### src/rtl/rename_pkg.sv
// rtl/rename_pkg.sv - shared constants and state encoding for rename-map recovery
package rename_pkg;
  localparam int ARCH_REGS = 32;
  localparam int PHY_REGS  = 64;
  localparam int LANES     = 4;
  localparam int AW        = 5;
  localparam int PW        = 6;

  typedef enum logic [1:0] {IDLE, WALK, FIXUP, RELEASE} state_t;
endpackage

### src/rtl/rename_dirty_pick.sv
// rtl/rename_dirty_pick.sv - picks up to LANES lowest set bits of the dirty vector
module rename_dirty_pick
  import rename_pkg::*;
(
  input  logic [ARCH_REGS-1:0]        dirty,
  output logic [LANES-1:0][AW-1:0]    pick_idx,
  output logic [LANES-1:0]            pick_valid
);

  logic [ARCH_REGS-1:0] rem;

  // Each lane takes the lowest bit still left, then removes it for the next lane.
  always_comb begin
    rem        = dirty;
    pick_idx   = '0;
    pick_valid = '0;
    for (int k = 0; k < LANES; k++) begin
      for (int i = 0; i < ARCH_REGS; i++) begin
        if (rem[i] && !pick_valid[k]) begin
          pick_idx[k]   = AW'(i);
          pick_valid[k] = 1'b1;
        end
      end
      if (pick_valid[k]) rem[pick_idx[k]] = 1'b0;
    end
  end

endmodule

### src/rtl/rename_recovery_ctrl.sv
// rtl/rename_recovery_ctrl.sv - restores speculative rename map from committed map after a flush
module rename_recovery_ctrl
  import rename_pkg::*;
(
  input  logic                  clk,
  input  logic                  rst_n,
  input  logic                  flush_req,
  input  logic                  commit_valid,
  input  logic [AW-1:0]         commit_rdst,
  input  logic [PW-1:0]         commit_phy,
  input  logic [PHY_REGS-1:0]   spec_mask,
  output logic [LANES*AW-1:0]   cmap_rd_idx,
  input  logic [LANES*PW-1:0]   cmap_rd_data,
  output logic [LANES-1:0]      smap_wr_en,
  output logic [LANES*AW-1:0]   smap_wr_idx,
  output logic [LANES*PW-1:0]   smap_wr_data,
  output logic                  free_rel_valid,
  output logic [PHY_REGS-1:0]   free_rel_mask,
  output logic                  rename_stall,
  output logic                  busy
);

  state_t                    state_q, state_d;
  logic [AW-1:0]             cnt_q, cnt_d;
  logic [ARCH_REGS-1:0]      dirty_q, dirty_d;
  logic [PHY_REGS-1:0]       rel_mask_q, rel_mask_d;
  logic [LANES-1:0][AW-1:0]  pick_idx, lane_idx;
  logic [LANES-1:0]          pick_valid, lane_en;
  logic                      commit_hit, sel_hit;

  rename_dirty_pick u_pick (
    .dirty      (dirty_q),
    .pick_idx   (pick_idx),
    .pick_valid (pick_valid)
  );

  assign commit_hit   = commit_valid && (commit_rdst != '0);
  assign rename_stall = flush_req | (state_q != IDLE);
  assign busy         = (state_q != IDLE);

  always_comb begin
    lane_idx = '0;
    lane_en  = '0;
    if (state_q == WALK) begin
      for (int k = 0; k < LANES; k++) begin
        lane_idx[k] = cnt_q + AW'(k);
        lane_en[k]  = (lane_idx[k] != '0);
      end
    end else if (state_q == FIXUP) begin
      lane_idx = pick_idx;
      lane_en  = pick_valid;
    end
  end

  // A commit landing on a lane being written is bypassed into that write.
  always_comb begin
    sel_hit = 1'b0;
    for (int k = 0; k < LANES; k++) begin
      cmap_rd_idx[k*AW +: AW]  = lane_idx[k];
      smap_wr_idx[k*AW +: AW]  = lane_idx[k];
      smap_wr_en[k]            = lane_en[k];
      smap_wr_data[k*PW +: PW] = '0;
      if (lane_en[k]) begin
        smap_wr_data[k*PW +: PW] = (commit_hit && commit_rdst == lane_idx[k]) ?
                                   commit_phy : cmap_rd_data[k*PW +: PW];
        if (commit_hit && commit_rdst == lane_idx[k]) sel_hit = 1'b1;
      end
    end
  end

  always_comb begin
    state_d        = state_q;
    cnt_d          = cnt_q;
    dirty_d        = dirty_q;
    rel_mask_d     = rel_mask_q;
    free_rel_valid = 1'b0;
    free_rel_mask  = '0;
    case (state_q)
      WALK: begin
        if (commit_hit && commit_rdst < cnt_q) dirty_d[commit_rdst] = 1'b1;
        cnt_d = cnt_q + AW'(LANES);
        if (cnt_q == AW'(ARCH_REGS - LANES))
          state_d = (dirty_d == '0) ? RELEASE : FIXUP;
      end
      FIXUP: begin
        for (int k = 0; k < LANES; k++)
          if (pick_valid[k]) dirty_d[pick_idx[k]] = 1'b0;
        if (commit_hit && !sel_hit) dirty_d[commit_rdst] = 1'b1;
        if (dirty_d == '0) state_d = RELEASE;
      end
      RELEASE: begin
        free_rel_valid = 1'b1;
        free_rel_mask  = rel_mask_q;
        rel_mask_d     = '0;
        state_d        = IDLE;
      end
      default: ;
    endcase
    // A new flush restarts the walk and folds its mask into any pending release.
    if (flush_req) begin
      state_d        = WALK;
      cnt_d          = '0;
      dirty_d        = '0;
      rel_mask_d     = (state_q == IDLE) ? spec_mask : (rel_mask_q | spec_mask);
      free_rel_valid = 1'b0;
      free_rel_mask  = '0;
    end
  end

  always_ff @(posedge clk or negedge rst_n) begin
    if (!rst_n) begin
      state_q    <= IDLE;
      cnt_q      <= '0;
      dirty_q    <= '0;
      rel_mask_q <= '0;
    end else begin
      state_q    <= state_d;
      cnt_q      <= cnt_d;
      dirty_q    <= dirty_d;
      rel_mask_q <= rel_mask_d;
    end
  end

endmodule

### config.mk
export PLATFORM = sky130hd
export DESIGN_NAME = rename_recovery_ctrl
export DESIGN_NICKNAME = d
export VERILOG_FILES = /design/src/rtl/rename_pkg.sv /design/src/rtl/rename_dirty_pick.sv /design/src/rtl/rename_recovery_ctrl.sv
export SDC_FILE = /design/constraint.sdc
export NUM_CORES = 1
export LEC_CHECK = 0
export CORE_UTILIZATION = 52
export CTS_CLUSTER_DIAMETER = 40
export DETAILED_ROUTE_END_ITERATION = 8
export PLACE_DENSITY = 0.91
export SLEW_MARGIN = 0
export SYNTH_ARGS = -nofsm -noshare
export SYNTH_HDL_FRONTEND = slang
export SYNTH_SLANG_ARGS = --single-unit
### constraint.sdc
create_clock -name clk -period 9.1 [get_ports clk]
set_input_delay 2.275 -clock clk [delete_from_list [all_inputs] [get_ports clk]]
set_output_delay 2.275 -clock clk [all_outputs]
set_load 0.1 [all_outputs]
==> results of run 1 <==
[report_power, final]
group          total [uW]  switching, uW  internal (uW)
clock                 391            193            198
sequential            462           7.97            454
combinational         401            283            118
[state kept, by name (all words and copies together) (netlist names)]
register / count
rel_mask_q: 64
dirty_q: 32
state_q: 2
cnt_q: 3
[final cells by class]
type	instances	share of cell area, %
multi-input cells	1121	54.9
repair buffers	283	20.4
flip-flops and latches	101	19.1
well taps	265	2.50
clock buffers	10	1.80
inverters	31	0.878
clock inverters	6	0.387
diodes	4	0.0755
[worst max path at each step]
stage	cells past startpoint	endpoint	slack, ns	from
4_1_cts	16	smap_wr_data[18]	0.27	dirty_q[3]$_DFFE_PN0P_
3_5_place_dp	16	smap_wr_data[18]	0.68	dirty_q[3]$_DFFE_PN0P_
2_1_floorplan	17	smap_wr_data[10]	0.05	dirty_q[1]$_DFFE_PN0P_
3_3_place_gp	14	smap_wr_data[18]	0.76	commit_rdst[1]
6_report	15	smap_wr_data[18]	0.25	dirty_q[3]$_DFFE_PN0P_
5_1_grt	15	smap_wr_data[18]	0.02	dirty_q[3]$_DFFE_PN0P_
[worst max-delay path: cells and delay by family (launching register included)]
family	cells	cell delay (ns)
mux	1	0.24
buf+inv	1	0.21
flops	1	0.63
compound gates	9	3.37
simple gates	4	1.74
[cells in the mapped netlist, drive strengths merged (30+ instances only)]
cell	number
nand3	34
o21ai	89
nand2	106
buf	39
a211oi	61
clkbuf	95
and2	73
a21oi	89
inv	31
nor3	63
nor2	140
a22o	67
mux2i	30
dfrtp	101
[logic make-up (layout without fill, tap and decap cells)]
| family | after synthesis | count (layout) | synth area share [%] |
|---|---|---|---|
| simple gates | 540 | 540 | 26.9 |
| mux | 32 | 32 | 3.08 |
| buf+inv | 165 | 330 | 7.15 |
| fa+ha+maj | 14 | 14 | 1.49 |
| flops | 101 | 101 | 24.1 |
| xor+xnor | 23 | 23 | 1.92 |
| compound gates | 512 | 512 | 35.3 |
| other cells | 0 | 4 | 0 |
[per-stage QoR]
stage               hold WS [ns]  area, um2
floorplan                  0.458      10500
global route               0.517      13300
detailed placement         0.474      12900
CTS                        0.500      13200
global placement           0.474      12900
finish                     0.498      13300
[per-layer routing]
| metal | global-route usage (%) | vias up |
|---|---|---|
| met5 | 0 | - |
| met4 | 27.8 | 0 |
| met3 | 13.0 | 223 |
| met2 | 67.5 | 1035 |
| met1 | 58.1 | 6169 |
| li1 | - | 5582 |
[repair_timing]
item / in CTS / in global routing
buffers inserted: 0 / 4
resized for setup: 0 / 5
setup endpoints to repair: 0 / 12
==> flow_summary.yaml, run 1 <==
status:
  status: "finished, final reports clean"
final_layout:
  final_cell_mix: "clkdlybuf4s50_1, nor2_1, nand2_1, dfrtp_1, a21oi_1"
  final_common_cell: "clkdlybuf4s50_1"
  final_nets: 1656
  utilization_pct: 67.7
  synthToLayoutAreaGrowth_pct: 26.4
  multi_input_comb_area_um2: 7270
  fin_cells: 1821
  regArea_um2: 2530
  fillers: 1595
  drive_gt1_share_pct: 10.5
synthesis:
  synth_area_leaders: "dfrtp_1, a22o_1, nor2_1"
  synthArstFlopShare_pct: 100
  yosys.area.top_type_share_pct: 24.1
  yosysSeqAreaShare_pct: 24.1
  synth-seq-cells: 101
  yosysUniqueCellTypes: 98
  synth_largest_area_cell: "dfrtp_1"
  synth_flop_cell: "dfrtp_1"
  synth_fp_nets: 1496
  synth.avg_cell_area_um2: 7.56
  netlist_area_um2: 10500
  synthCells: 1387
  yosys_warnings: 0
  synth-edff-count: 0
hold_path:
  hold_end: "rel_mask_q[55]$_DFFE_PN0P_"
  worstHoldStart: "rel_mask_q[55]$_DFFE_PN0P_"
  hold-path-cell-count: 1
  hold_class: "reg -> reg"
cts:
  cts_hold_buf: 0
  clock_path_buffers: 2
  cts_tree: "done"
  clockRootBuffer: "clkbuf_16"
  clk_pin_slew_ns: 0.08
  cts.sinks: 101
  insertion_delay_ns: 0.36
  cts_buffers: 9
  ctsHtreeMaxLevel: 3
timing:
  worstMarginPinSlew_ns: 1.31
  hold_viol_final: 0
  slew-limit-headroom_pct: 11.8
  fin_skew_ns: 0.00901
  fin_crit_sh_pct: 97.3
  rsz0062_at_grt: "no"
  setup_tns_ns: 0
  finalSetupViolCount: 0
  fmax_mhz: 113
  worst_slack_ns: 0.247
  slew_viol_final: 0
  period_needed_ns: 8.85
worst_setup_path:
  path_class: "reg -> out"
  r2r_end: "state_q[0]$_DFFE_PN0P_"
  r2r_cells: 17
  critPathSlowestCell: "or4_4"
  cp_max_fo: 22
  r2r_setup_slack_ns: 1.89
  crit_path_end_kind: "output pin"
  r2r-start: "dirty_q[3]$_DFFE_PN0P_"
  cp_cell_sequence: "or4_4, o41a_1, a21oi_2, o211a_1, a21oi_1, o31a_1, o32ai_1, a31oi_1, a311o_1, or3_1, a211oi_2, nand4_2, mux2i_1, nor2_1, buf_12"
  critPathMaxStageDelay_ns: 0.77
  crit_required_ns: 6.83
  arrival_ns: 6.58
  crit_path_start_kind: "register"
drt:
  wl_met3_um: 6340
  drt-met1-wl_um: 17300
  wl_per_cell_um: 26.0
  drtPass1Iterations: 7
  drc: 0
  highest_layer: "met4"
  antenna_left: 0
  dr_total_vias: 13000
  drt_iter0_markers: 1926
  routed_via_density: 7.14
  wl_um: 47400
  wl_met2_um: 20300
power_and_ir_drop:
  finalPower_uw: 1260
  leakage_uw: 0.00546
  peakVddDrop_uv: 101
  powerDensity_nw_per_um2: 94.7
flow_run:
  max_cap_viol_count: 0
global_route:
  antenna_found_initial: 4
  grt_pass1_vias: 11700
  grt-ovfl-total: 0
  gr-usage-all-layers_pct: 45.4
  grt_pass1_wl_um: 70800
  grt_max_degree: 100
floorplanning:
  die_w_um: 144
  core_area_um2: 19600
  die-area_um2: 20700
  io-pin-count: 238
  rows: 51
  start_util_pct: 53.5
  chipHeight_um: 144
placement:
  dp_hpwl_um: 36000
  portBuffers: 237
  post-place-ws_ns: 0.681
  place_congestion: 1.01
  post-place-cells: 1797
Note: power is estimated with default switching activity, not from simulation.
==> run 2: changes to the inputs <==
--- a/config.mk
+++ b/config.mk
@@ -5,6 +5,7 @@
 export SDC_FILE = /design/constraint.sdc
 export NUM_CORES = 1
 export LEC_CHECK = 0
+export CAP_MARGIN = 10
 export CORE_UTILIZATION = 52
 export CTS_CLUSTER_DIAMETER = 40
 export DETAILED_ROUTE_END_ITERATION = 8
==> results of run 2 <==
Final layout, timing and power as in run 1 (identical DEF).
